--- src/rtl/ccu_pkg.sv ---
// Shared types for the snoop fan-out: CR bit positions, FSM states and default
// snoop port structs (AC request, CR response, CD data beat).
package ccu_pkg;

  localparam int unsigned CR_DT  = 0;
  localparam int unsigned CR_ERR = 1;
  localparam int unsigned CR_PD  = 2;
  localparam int unsigned CR_IS  = 3;
  localparam int unsigned CR_WU  = 4;
  localparam int unsigned CR_W   = 5;

  typedef enum logic [2:0] {IDLE, AC_SEND, CR_WAIT, RESP, CD} fanout_state_e;

  typedef struct packed {
    logic [63:0] addr;
    logic [3:0]  snoop;
    logic [2:0]  prot;
  } ac_chan_t;

  typedef struct packed {
    logic [63:0] data;
    logic        last;
  } cd_chan_t;

  typedef struct packed {
    ac_chan_t ac;
    logic     ac_valid;
    logic     cr_ready;
    logic     cd_ready;
  } snoop_req_t;

  typedef struct packed {
    logic            ac_ready;
    logic [CR_W-1:0] cr;
    logic            cr_valid;
    cd_chan_t        cd;
    logic            cd_valid;
  } snoop_resp_t;

endpackage

--- src/rtl/ccu_cr_merge.sv ---
// Folds this cycle's accepted CRs into the running merge and picks the CD
// source: lowest PassDirty master first, else lowest DataTransfer master.
module ccu_cr_merge
  import ccu_pkg::*;
#(
  parameter int unsigned NoMst = 4,
  parameter int unsigned IdxW  = $clog2(NoMst)
)(
  input  logic [NoMst-1:0][CR_W-1:0] cr_i,
  input  logic [NoMst-1:0]           hs_i,
  input  logic [CR_W-1:0]            merged_i,
  input  logic [NoMst-1:0]           dt_i,
  input  logic [NoMst-1:0]           pd_i,
  output logic [CR_W-1:0]            merged_o,
  output logic [NoMst-1:0]           dt_o,
  output logic [NoMst-1:0]           pd_o,
  output logic [IdxW-1:0]            src_o,
  output logic                       src_vld_o
);

  always_comb begin
    merged_o = merged_i;
    dt_o     = dt_i;
    pd_o     = pd_i;
    for (int i = 0; i < NoMst; i++) begin
      if (hs_i[i]) begin
        merged_o = merged_o | cr_i[i];
        if (cr_i[i][CR_DT]) dt_o[i] = 1'b1;
        if (cr_i[i][CR_PD]) pd_o[i] = 1'b1;
      end
    end
  end

  // Descending scans so the lowest index wins; the PD scan overrides DT.
  always_comb begin
    src_o     = '0;
    src_vld_o = 1'b0;
    for (int i = NoMst - 1; i >= 0; i--) begin
      if (dt_o[i]) begin
        src_o     = IdxW'(i);
        src_vld_o = 1'b1;
      end
    end
    for (int i = NoMst - 1; i >= 0; i--) begin
      if (pd_o[i]) begin
        src_o     = IdxW'(i);
        src_vld_o = 1'b1;
      end
    end
  end

endmodule

--- src/rtl/ccu_snoop_fanout.sv ---
// Broadcasts one upstream AC to the masked masters, merges their CRs into one
// upstream CR, forwards the selected master's CD line and drains the rest.
module ccu_snoop_fanout
  import ccu_pkg::*;
#(
  parameter int unsigned NoMst     = 4,
  parameter int unsigned AddrWidth = 64,
  parameter int unsigned DataWidth = 64,
  parameter int unsigned CdBeats   = 8,
  parameter type snoop_req_t   = ccu_pkg::snoop_req_t,
  parameter type snoop_resp_t  = ccu_pkg::snoop_resp_t,
  parameter type domain_mask_t = logic [NoMst-1:0]
)(
  input  logic         clk_i,
  input  logic         rst_i,
  input  snoop_req_t   slv_snoop_req_i,
  output snoop_resp_t  slv_snoop_resp_o,
  input  domain_mask_t slv_mask_i,
  output snoop_req_t   mst_snoop_reqs_o [NoMst],
  input  snoop_resp_t  mst_snoop_resps_i [NoMst],
  output logic         busy_o
);

  localparam int unsigned IdxW = $clog2(NoMst);

  fanout_state_e             state_q, state_d;
  snoop_req_t                ac_req_q;
  logic [NoMst-1:0]          ac_pend_q, cr_pend_q, dt_q, pd_q, dt_nx, pd_nx;
  logic [NoMst-1:0]          ac_hs, cr_hs, cd_last_hs;
  logic [NoMst-1:0][CR_W-1:0] cr_vec;
  logic [CR_W-1:0]           merged_q, merged_nx;
  logic [IdxW-1:0]           src_q, src_nx;
  logic                      src_vld;
  logic [3:0]                beat_q;
  logic                      slv_ac_hs, slv_cr_hs, slv_cd_hs;

  assign busy_o    = (state_q != IDLE);
  assign slv_ac_hs = (state_q == IDLE) & slv_snoop_req_i.ac_valid;
  assign slv_cr_hs = (state_q == RESP) & slv_snoop_req_i.cr_ready;
  assign slv_cd_hs = slv_snoop_resp_o.cd_valid & slv_snoop_req_i.cd_ready;

  // ac_ready is masked by reset so every handshake signal is quiet in reset.
  always_comb begin
    slv_snoop_resp_o          = '0;
    slv_snoop_resp_o.ac_ready = (state_q == IDLE) & ~rst_i;
    slv_snoop_resp_o.cr_valid = (state_q == RESP);
    slv_snoop_resp_o.cr       = merged_q;
    slv_snoop_resp_o.cd       = mst_snoop_resps_i[src_q].cd;
    slv_snoop_resp_o.cd_valid = (state_q == CD) & dt_q[src_q] & mst_snoop_resps_i[src_q].cd_valid;
    for (int i = 0; i < NoMst; i++) begin
      mst_snoop_reqs_o[i]          = ac_req_q;
      mst_snoop_reqs_o[i].ac_valid = (state_q == AC_SEND) & ac_pend_q[i];
      mst_snoop_reqs_o[i].cr_ready = ((state_q == AC_SEND) | (state_q == CR_WAIT)) &
                                     cr_pend_q[i] & ~ac_pend_q[i];
      mst_snoop_reqs_o[i].cd_ready = (state_q == CD) & dt_q[i] &
                                     ((IdxW'(i) == src_q) ? slv_snoop_req_i.cd_ready : 1'b1);
    end
  end

  always_comb begin
    ac_hs      = '0;
    cr_hs      = '0;
    cd_last_hs = '0;
    cr_vec     = '0;
    for (int i = 0; i < NoMst; i++) begin
      ac_hs[i]      = mst_snoop_reqs_o[i].ac_valid & mst_snoop_resps_i[i].ac_ready;
      cr_hs[i]      = mst_snoop_reqs_o[i].cr_ready & mst_snoop_resps_i[i].cr_valid;
      cr_vec[i]     = mst_snoop_resps_i[i].cr;
      cd_last_hs[i] = mst_snoop_reqs_o[i].cd_ready & mst_snoop_resps_i[i].cd_valid &
                      mst_snoop_resps_i[i].cd.last;
    end
  end

  ccu_cr_merge #(.NoMst(NoMst), .IdxW(IdxW)) u_cr_merge (
    .cr_i      (cr_vec),
    .hs_i      (cr_hs),
    .merged_i  (merged_q),
    .dt_i      (dt_q),
    .pd_i      (pd_q),
    .merged_o  (merged_nx),
    .dt_o      (dt_nx),
    .pd_o      (pd_nx),
    .src_o     (src_nx),
    .src_vld_o (src_vld)
  );

  always_comb begin
    state_d = state_q;
    unique case (state_q)
      IDLE:    if (slv_ac_hs) state_d = (slv_mask_i == '0) ? RESP : AC_SEND;
      AC_SEND: if ((ac_pend_q & ~ac_hs) == '0) state_d = CR_WAIT;
      CR_WAIT: if ((cr_pend_q & ~cr_hs) == '0) state_d = RESP;
      RESP:    if (slv_cr_hs) state_d = (dt_q == '0) ? IDLE : CD;
      CD:      if ((dt_q & ~cd_last_hs) == '0) state_d = IDLE;
      default: state_d = IDLE;
    endcase
  end

  always_ff @(posedge clk_i or posedge rst_i) begin
    if (rst_i) begin
      state_q   <= IDLE;
      ac_req_q  <= '0;
      ac_pend_q <= '0;
      cr_pend_q <= '0;
      merged_q  <= '0;
      dt_q      <= '0;
      pd_q      <= '0;
      src_q     <= '0;
      beat_q    <= '0;
    end else begin
      state_q <= state_d;
      if (slv_ac_hs) begin
        ac_req_q  <= slv_snoop_req_i;
        ac_pend_q <= slv_mask_i;
        cr_pend_q <= slv_mask_i;
        merged_q  <= '0;
        dt_q      <= '0;
        pd_q      <= '0;
      end else begin
        ac_pend_q <= ac_pend_q & ~ac_hs;
        cr_pend_q <= cr_pend_q & ~cr_hs;
        merged_q  <= merged_nx;
        dt_q      <= dt_nx & ~cd_last_hs;
        pd_q      <= pd_nx;
      end
      if ((state_q == CR_WAIT) && (state_d == RESP) && src_vld) src_q <= src_nx;
      if (slv_cr_hs) beat_q <= '0;
      else if (slv_cd_hs) beat_q <= slv_snoop_resp_o.cd.last ? 4'd0 : beat_q + 4'd1;
    end
  end

`ifndef SYNTHESIS
  localparam int unsigned AcAddrBits = $bits(ac_req_q.ac.addr);
  localparam int unsigned CdDataBits = $bits(slv_snoop_resp_o.cd.data);

  always_ff @(posedge clk_i) begin
    if (!rst_i) begin
      assert (AcAddrBits == AddrWidth && CdDataBits == DataWidth) else $error("width mismatch");
      if (slv_cd_hs)
        assert (slv_snoop_resp_o.cd.last == (beat_q == 4'(CdBeats - 1))) else $error("last mismatch");
    end
  end
`endif

endmodule
--- config.mk ---
export PLATFORM = sky130hd
export DESIGN_NAME = ccu_snoop_fanout
export DESIGN_NICKNAME = d
export VERILOG_FILES = /design/src/rtl/ccu_pkg.sv /design/src/rtl/ccu_cr_merge.sv /design/src/rtl/ccu_snoop_fanout.sv
export SDC_FILE = /design/constraint.sdc
export NUM_CORES = 1
export LEC_CHECK = 0
export BUFFER_PORTS_ARGS = -buffer_cell sky130_fd_sc_hd__buf_2
export CAP_MARGIN = 5
export CORE_AREA = 4 4 285 287
export CTS_BUF_LIST = sky130_fd_sc_hd__clkbuf_4 sky130_fd_sc_hd__clkbuf_8 sky130_fd_sc_hd__clkbuf_16
export DETAILED_ROUTE_END_ITERATION = 7
export DIE_AREA = 0 0 289 291
export MAX_ROUTING_LAYER = met4
export PLACE_DENSITY = 0.38
export SLEW_MARGIN = 20
export SYNTH_ARGS = -nofsm -noshare
export SYNTH_HDL_FRONTEND = slang
export SYNTH_SLANG_ARGS = --single-unit
--- constraint.sdc ---
create_clock -name clk_i -period 2.8 [get_ports clk_i]
set_clock_uncertainty 0.15 [all_clocks]
set_input_delay 0.14 -clock clk_i [delete_from_list [all_inputs] [get_ports clk_i]]
set_output_delay 0.14 -clock clk_i [all_outputs]
set_load 0.01 [all_outputs]
Yosys cells after proc, flatten, opt, wreduce, memory -nomap -nowiden --
Index checks and enable logic that the tools add are counted.
Word-level totals: word-level logic and storage cells 147, output and inout bits 370, input bits 372, register bits after elaboration 97
Cells by class: reductions and logical operators 10, bitwise operators 59, mux-type cells 58, equal/unequal tests 8, order comparisons 2
Operator list (number):
- $bmux W73 S2 | 1
- $mux W66 | 2
- $and A1 B1 Y1 | 41
- $mux W1 | 29
- $mux W5 | 5
- $logic_not A4 Y1 | 5
- $or A5 B5 Y5 | 4
- $mux W2 | 9
- $mux W3 | 6
- $and A4 B4 Y4 | 4
- $mux W4 | 4
- $pmux W3 S5 | 1
- $not A4 Y4 | 3
- $eq A3 B2 Y1 const B | 3
- $not A1 Y1 | 5
- $eq A2 B2 Y1 const A | 2
- $eq A3 B1 Y1 const B | 1
- $eq A3 B3 Y1 const B | 1
- $ge A3 B3 Y1 const B | 1
- $logic_not A3 Y1 | 1
- $lt A2 B3 Y1 const B | 1
- $not A2 Y3 | 1
- $reduce_bool A3 Y1 | 1
- $bmux W1 S2 | 1
- 4 further kinds | 5

Logic depth before layout (Yosys ltp) --
Gate-level depths: netlist of run 1.
depth in word-level cells 15, mapped depth 7, depth with buffers taken out 5

Hierarchy --
A second synthesis of run 1 with hierarchy kept.
Second synthesis, totals: cells, all modules 780, area total of the unflattened synthesis 7403.4 sq um
By module, submodules not included:
- ccu_snoop_fanout | area an instance 7181.9 sq um, seq. area each 2427.3 sq um, cells each 742, times used 1
- ccu_cr_merge | area an instance 221.5 sq um, seq. area each 0.0 sq um, cells each 38, times used 1

Least setup slack after synthesis of run 1 --
OpenSTA, ideal clock, no wires.
kind flip-flop to flip-flop, from register state_q[1], to register ac_req_q (netlist bit mst_snoop_reqs_o[22]), required time 2.523 ns, path slack 0.796 ns, cell stages (with the launch flop) 7, arrival 1.726 ns, clock period less this slack 2.004 ns, path through dfrtp_1 -> buf_6 -> or3_4 -> nor2_4 -> buf_4 -> buf_6 -> mux2_1
Between the ends: word-level cells in the longest chain between the ends 2
Ends and longest elaborated chain:
- start: declaration | line ccu_snoop_fanout.sv:26 | fanout_state_e state_q, state_d;
- start signal: assignment | line ccu_snoop_fanout.sv:111 | state_q <= state_d;
- $logic_not A3 Y1 | line ccu_snoop_fanout.sv:38 | assign slv_ac_hs = (state_q == IDLE) & slv_snoop_req_i.ac_valid;
- $and A1 B1 Y1 | line ccu_snoop_fanout.sv:38
- end signal: assignment | line ccu_snoop_fanout.sv:113 | ac_req_q <= slv_snoop_req_i;
- end: declaration | line ccu_snoop_fanout.sv:27 | snoop_req_t ac_req_q;
Every way passes these cells. A chain may end at the register's enable or synchronous reset.

Worst setup path in the final report of run 1 --
from register state_q[2], to register dt_q[3]
Between the ends: word-level cells in the longest chain between the ends 8, elaborated cells between the ends (all ways) 17
Ends and longest elaborated chain:
- $eq A3 B1 Y1, or another cell as far along | line ccu_snoop_fanout.sv:53 | mst_snoop_reqs_o[i].cr_ready = ((state_q == AC_SEND) | (state_q == CR_WAIT)) &
- $or A1 B1 Y1 / $and A1 B1 Y1 (equally long branches) | line ccu_snoop_fanout.sv:53, ccu_snoop_fanout.sv:55
- $and A1 B1 Y1, on equally long branches | line ccu_snoop_fanout.sv:53, ccu_snoop_fanout.sv:55
- $and A1 B1 Y1, on equally long branches | line ccu_snoop_fanout.sv:54, ccu_snoop_fanout.sv:69
- $and A1 B1 Y1, on equally long branches | line ccu_snoop_fanout.sv:67, ccu_snoop_fanout.sv:69
- $mux W1 / $not A4 Y4 (equally long branches) | line ccu_cr_merge.sv:26, ccu_snoop_fanout.sv:123
- $and A4 B4 Y4 | line ccu_snoop_fanout.sv:123 | dt_q <= dt_nx & ~cd_last_hs;
- $mux W4 (*) | line ccu_snoop_fanout.sv:112 | if (slv_ac_hs) begin
- end signal: assignment | line ccu_snoop_fanout.sv:123
- end: declaration | line ccu_snoop_fanout.sv:28 | logic [NoMst-1:0] ac_pend_q, cr_pend_q, dt_q, pd_q, dt_nx, pd_nx;
Every way passes the cells marked *; elsewhere a longest branch is shown, timed or not.

==> results of run 1 <==
[cell usage after synthesis (2+ instances only)]
cell	number	area share
a211oi_1	6	0.0060
a21boi_0	2	0.0020
a21oi_1	10	0.0067
a22oi_1	4	0.0040
a31oi_1	8	0.0067
and2_1	5	0.0042
and4bb_2	3	0.0050
buf_2	15	0.010
buf_4	215	0.22
buf_6	5	0.0075
clkbuf_1	8	0.0040
dfrtp_1	97	0.32
inv_1	11	0.0055
mux2_1	18	0.027
mux2_2	56	0.084
mux4_2	65	0.20
nand2_1	14	0.0070
nand2b_1	3	0.0025
nand4bb_1	3	0.0045
nor2_1	13	0.0065
nor3_1	5	0.0033
nor3b_1	8	0.0080
o21ai_0	7	0.0047
o221ai_1	2	0.0023
o31a_1	2	0.0023
o31ai_1	2	0.0020
o41ai_1	2	0.0023
[final cells by class]
class / count / area (µm²) / share of cell area
timing repair buffer: 853 / 4822 / 0.3965
antenna: 15 / 37.54 / 0.003087
tap: 1050 / 1314 / 0.1080
multi-input combinational: 270 / 3219 / 0.2647
sequential: 97 / 2432 / 0.2000
inverter: 12 / 48.80 / 0.004013
clock buffer: 9 / 225.2 / 0.01852
clock inverter: 7 / 61.31 / 0.005042
[flip-flops by register name, summed over array words and instances, names as in the netlist]
| register | cells |
|---|---|
| mst_snoop_reqs_o | 71 |
| merged_q | 5 |
| dt_q | 4 |
| state_q | 3 |
| pd_q | 4 |
| ac_pend_q | 4 |
| cr_pend_q | 4 |
| src_q | 2 |
[metal layers]
metal / vias up / GRT usage / wire length, µm
li1: 3320 / - / -
met2: 413 / 0.1551 / 20590
met4: 0 / 0.02075 / 371
met5: - / - / 0
met3: 19 / 0.04009 / 4490
met1: 3641 / 0.1324 / 19760
[how the worst min path moves through the flow]
stage | endpoint | slack, ns | cells past startpoint
final | dt_q[0]$_DFF_PP0_ | 0.06 | 4
after global placement | mst_snoop_reqs_o[5]$_DFFE_PP0P_ | 0.21 | 2
after detailed placement | mst_snoop_reqs_o[24]$_DFFE_PP0P_ | 0.21 | 2
after CTS | state_q[2]$_DFF_PP0_ | 0.008 | 4
after floorplan | cr_pend_q[0]$_DFF_PP0_ | 0.11 | 2
after global routing | state_q[2]$_DFF_PP0_ | 0.03 | 4
[logic make-up (layout without fill, tap and decap cells)]
group           Yosys count  after routing
simple gates             70             70
compound gates           58             58
buf+inv                 256            881
flops                    97             97
mux                     140            140
xor+xnor                  2              2
other cells               0             15
[metrics by stage]
step	hold WS (ns)	instances
after floorplan	0.1068	623
after global placement	0.2071	2186
after detailed placement	0.2131	2186
after CTS	0.007603	2296
after global routing	0.03222	2311
final	0.06008	2313
[power breakdown]
group	internal [mW]	switching [mW]
Combinational	3.64	4.20
Sequential	2.10	0.867
Clock	0.619	0.640
Total	6.36	5.70
[tightest hold or removal path, stage by stage]
cell and delay, ns:
buf_2 0.11, inv_1 0.05, o31a_1 0.19, a211oi_1 0.06
[timing repair]
action	CTS	global route
hold buffers	94	0
setup endpoints to repair	0	2
endpoints found under the hold margin	143	0
buffers inserted	0	2
==> impl_metrics.toml, run 1 <==
[clock_tree]
tritoncts = "built"
clock_latency_ns = 0.39
cts_root_buffer = "clkbuf_16"
cts_resized = 0
clockBufferDepth = 2
cts_made_buffers = 9
clkSinkCount = 97
clkTransAtPathRegs_ns = 0.08
h-tree-depth = 3

[finish]
layout.nets = 1615
final_common_cell = "buf_2"
post-route-util = 0.1547
nFillCells = 8922
drive_gt1_frac = 0.7308
most-common-layout-cells = "buf_2 (741), dfrtp_1 (95), dlygate4sd3_1 (94)"
area_growth_syn_to_layout_pct = 62.77
stdcell_area_mm2 = 0.01216

[routing]
drtIter0Drc = 402
wire_per_inst_um = 19.54
dr.pass1.iters = 5
vias = 7393
avgViaCountPerCell = 3.196
wirelength_um = 45210
drc = 0
drtAntennaViolNets = 0

[pwr]
ir_drop_uv = 422.1
leakagePower_nw = 5.731
fin_total_pwr_mw = 12.06
power.density_mw_per_mm2 = 991.7

[critical_path]
critPathLaunchType = "flip-flop"
crit_cells = 5
crit_end = "dt_q[3]$_DFF_PP0_"
reg2reg_to = "dt_q[3]$_DFF_PP0_"
arrival_ns = 2.74
slowest_delay_ns = 0.65
end_kind = "flip-flop"
crit_family = "simple AND/OR/NAND/NOR gates"
worst_r2r_path_depth = 5
cp_slowest_cell = "dfrtp_1"
critical_path_buf_inv_count = 1
cp_data_required_time_ns = 2.91
cp_max_fo = 15
r2r_start = "state_q[2]$_DFF_PP0_"
critical_path_class = "reg -> reg"
crit_chain = "or3b_1, a311oi_4, nand3_2, dlygate4sd3_1, nor3b_1"
rrSetupSlack_ns = 0.17
startpoint = "state_q[2]$_DFF_PP0_"

[synth]
syn_inst = 623
synth_compound_area_frac = 0.05627
synth_area_mm2 = 0.007471
yosys.area_share.adder = 0
yosys.area_share.simple = 0.05996
synth_top_family_by_area = "multiplexers"
ys_warn_count = 0
syn_area_per_cell_um2 = 11.99
synth-seq-cells = 97
synth_xor_area_frac = 0.005862
synth_mux_area_frac = 0.3088
synth_edf_count = 0
synth_nets = 995
async_flop_share = 1.000
synth_cell_types = 61
ys_seq_area_frac = 0.3249
synth_flop_cell = "dfrtp_1"

[global_route]
grt_pass1_vias = 7360
grt.overflow.total = 0
grt_util_all_layers = 0.1034
grt_pass1_wl_um = 59330
antenna_found_initial = 24
grt_max_degree = 58

[flow_run]
cap_violations = 0

[die]
die_x_um = 289
dieArea_mm2 = 0.08410
row_count = 103
start_util = 0.09503
io_pins = 742
core_mm2 = 0.07861
die_h_um = 291

[placed_design]
pre_cts_ws_ns = 0.3858
gp_routability_congestion = 0.9522
portBuffers = 741
dp_hpwl_um = 39680
dpl_cell_area_mm2 = 0.01088

[min_path]
min-delay-path-class = "in -> reg"
min_from = "mst_snoop_resps_i[286]"

[timing]
setup-violations-final = 0
setup_tns_ns = 0
fmax_mhz = 379.9
fin_crit_ns = 2.632
maxSlewHeadroom = 0.4373
drv_slew = 0
rsz0062_at_grt = "no"
worstMarginPinSlew_ns = 0.8440
finalHoldViolations = 0
finalCritPeriodShare = 0.9400
setup_ws_ns = 0.1679

[status]
outcome = "complete, no violations"
Power figures use the tool's default switching activity.
==> inputs of run 2 (changes only) <==
--- a/config.mk
+++ b/config.mk
@@ -7,10 +7,10 @@
 export LEC_CHECK = 0
 export BUFFER_PORTS_ARGS = -buffer_cell sky130_fd_sc_hd__buf_2
 export CAP_MARGIN = 5
-export CORE_AREA = 4 4 285 287
-export CTS_BUF_LIST = sky130_fd_sc_hd__clkbuf_4 sky130_fd_sc_hd__clkbuf_8 sky130_fd_sc_hd__clkbuf_16
+export CORE_AREA = 5 5 286 288
+export CTS_BUF_LIST = sky130_fd_sc_hd__clkbuf_16
 export DETAILED_ROUTE_END_ITERATION = 7
-export DIE_AREA = 0 0 289 291
+export DIE_AREA = 0 0 291 293
 export MAX_ROUTING_LAYER = met4
 export PLACE_DENSITY = 0.38
 export SLEW_MARGIN = 20
==> constraint.sdc (replaced) <==
create_clock -name clk_i -period 2.8 [get_ports clk_i]
set_clock_uncertainty 0.15 [all_clocks]
set_input_delay 0.56 -clock clk_i [delete_from_list [all_inputs] [get_ports clk_i]]
set_output_delay 0.56 -clock clk_i [all_outputs]
set_load 0.01 [all_outputs]
==> impl_metrics.toml, run 2 (synthesized netlist as in run 1, its figures left out) <==
[status]
outcome = "complete, no violations"

[critical_path]
worst_r2r_path_depth = 6
reg2reg_to = "src_q[0]$_DFFE_PP0P_"
critical_path_class = "reg -> out"
cp_data_required_time_ns = 2.09
slowest_delay_ns = 0.53
startpoint = "src_q[0]$_DFFE_PP0P_"
crit_family = "buffers and inverters"
crit_chain = "bufbuf_16, mux4_2, buf_2"
critPathLaunchType = "flip-flop"
crit_cells = 3
cp_max_fo = 17
r2r_start = "state_q[1]$_DFF_PP0_"
cp_slowest_cell = "dfrtp_4"
critical_path_buf_inv_count = 2
rrSetupSlack_ns = 0.48
arrival_ns = 2.01
end_kind = "output port"
crit_end = "slv_snoop_resp_o[33]"

[die]
start_util = 0.09503
row_count = 103
io_pins = 742
core_mm2 = 0.07861
die_h_um = 293
die_x_um = 291
dieArea_mm2 = 0.08526

[placed_design]
place_inst = 2183
dp_hpwl_um = 44710
gp_routability_congestion = 0.9673
portBuffers = 741

[clock_tree]
clockBufferDepth = 2
cts_root_buffer = "clkbuf_16"
clkTransAtPathRegs_ns = 0.08
clock_latency_ns = 0.38
h-tree-depth = 3
clkSinkCount = 97
cts_made_buffers = 9
tritoncts = "built"

[finish]
multi_input_area_mm2 = 0.003241
area_growth_syn_to_layout_pct = 51.33
most-common-layout-cells = "buf_2 (741), dfrtp_1 (93), mux4_2 (65)"
nFillCells = 9037
final-seq-area_mm2 = 0.002437
layout.nets = 1518
drive_gt1_frac = 0.7950
stdcell_count = 2214
final_common_cell = "buf_2"
largest_reg_flops = 71

[pwr]
fin_total_pwr_mw = 12.35
leakagePower_nw = 5.367
power.density_mw_per_mm2 = 1093
ir_drop_uv = 373.3

[timing]
setup-violations-final = 0
fmax_mhz = 367.4
setup_tns_ns = 0
drv_slew = 0
rsz0062_at_grt = "yes"
worstMarginPinSlew_ns = 0.6532
finalCritPeriodShare = 0.9720
fin_crit_ns = 2.722
finalHoldViolations = 0
maxSlewHeadroom = 0.5629

[routing]
wire_per_inst_um = 22.92
wirelength_um = 50750
vias = 7209
drtAntennaViolNets = 0
drc = 0
drtIter0Drc = 353
avgViaCountPerCell = 3.256
dr.pass1.iters = 5

[global_route]
grt_util_all_layers = 0.1144
antenna_found_initial = 24
grt_busiest_layer = "met2"
grt.overflow.total = 0
grt_pass1_vias = 7188
grt_max_degree = 98
grtUsageMet3 = 0.04104
grt_pass1_wl_um = 66020
met1_usage = 0.1518
use_met2 = 0.1702

[flow_run]
cap_violations = 0

[min_path]
min-delay-path-class = "in -> async"
==> run 2: worst min path at each step <==
stage	from	end	slack [ns]	depth (start not counted)
CTS	slv_snoop_req_i[18]	mst_snoop_reqs_o[18]$_DFFE_PP0P_	0.19	2
floorplan	dt_q[0]$_DFF_PP0_	dt_q[0]$_DFF_PP0_	0.32	1
global placement	dt_q[1]$_DFF_PP0_	dt_q[1]$_DFF_PP0_	0.36	1
global route	slv_snoop_req_i[18]	mst_snoop_reqs_o[18]$_DFFE_PP0P_	0.21	2
finish	rst_i	mst_snoop_reqs_o[54]$_DFFE_PP0P_	0.20	3
detailed placement	pd_q[0]$_DFF_PP0_	pd_q[0]$_DFF_PP0_	0.36	2
==> run 2: report_power, final <==
group          switching [mW]  total [mW]  internal [mW]
Combinational            4.27        7.80           3.53
Sequential               1.06        3.17           2.10
Clock                   0.604        1.39          0.784
Total                    5.94        12.4           6.42
==> run 2: area by class of cell <==
cell class / count / share of cell area
repair buffers: 756 / 0.3464
multi-input cells: 270 / 0.2866
flip-flops and latches: 97 / 0.2156
well taps: 1050 / 0.1162
clock buffers: 9 / 0.01992
clock inverters: 7 / 0.008079
inverters: 12 / 0.004316
diodes: 13 / 0.002877
==> run 2: through the flow <==
step,area [µm²],utilization,hold slack (ns),setup WS [ns]
6_report,11310,0.1438,0.1985,0.07837
5_1_grt,11300,0.1438,0.2062,-0.02421
4_1_cts,11260,0.1432,0.1890,0.001342
3_5_place_dp,10890,0.1385,0.3598,0.2111
3_3_place_gp,10890,0.1385,0.3650,0.2105
2_1_floorplan,7475,-,0.3183,0.5208
==> run 2: per-layer routing <==
layer,wire [µm],up-vias
met2,23440,397
met1,22830,3674
met3,4073,17
met5,0,-
li1,-,3121
met4,410,0
==> run 2: repair_timing <==
item                                    in CTS  in global routing
endpoints found under the setup margin      12                 15
setup buffers                                0                  1
gates cloned                                 1                  0
pin swaps                                    0                  1
resized for setup                            6                  2
hold buffers                                 0                  0
==> run 2: worst register-to-register path: cells and delay by family (launching register included) <==
family	cells	cell delay (ns)
compound gates	2	0.43
simple gates	2	0.76
flops	1	0.51
xor+xnor	1	0.19
buf+inv	1	0.19
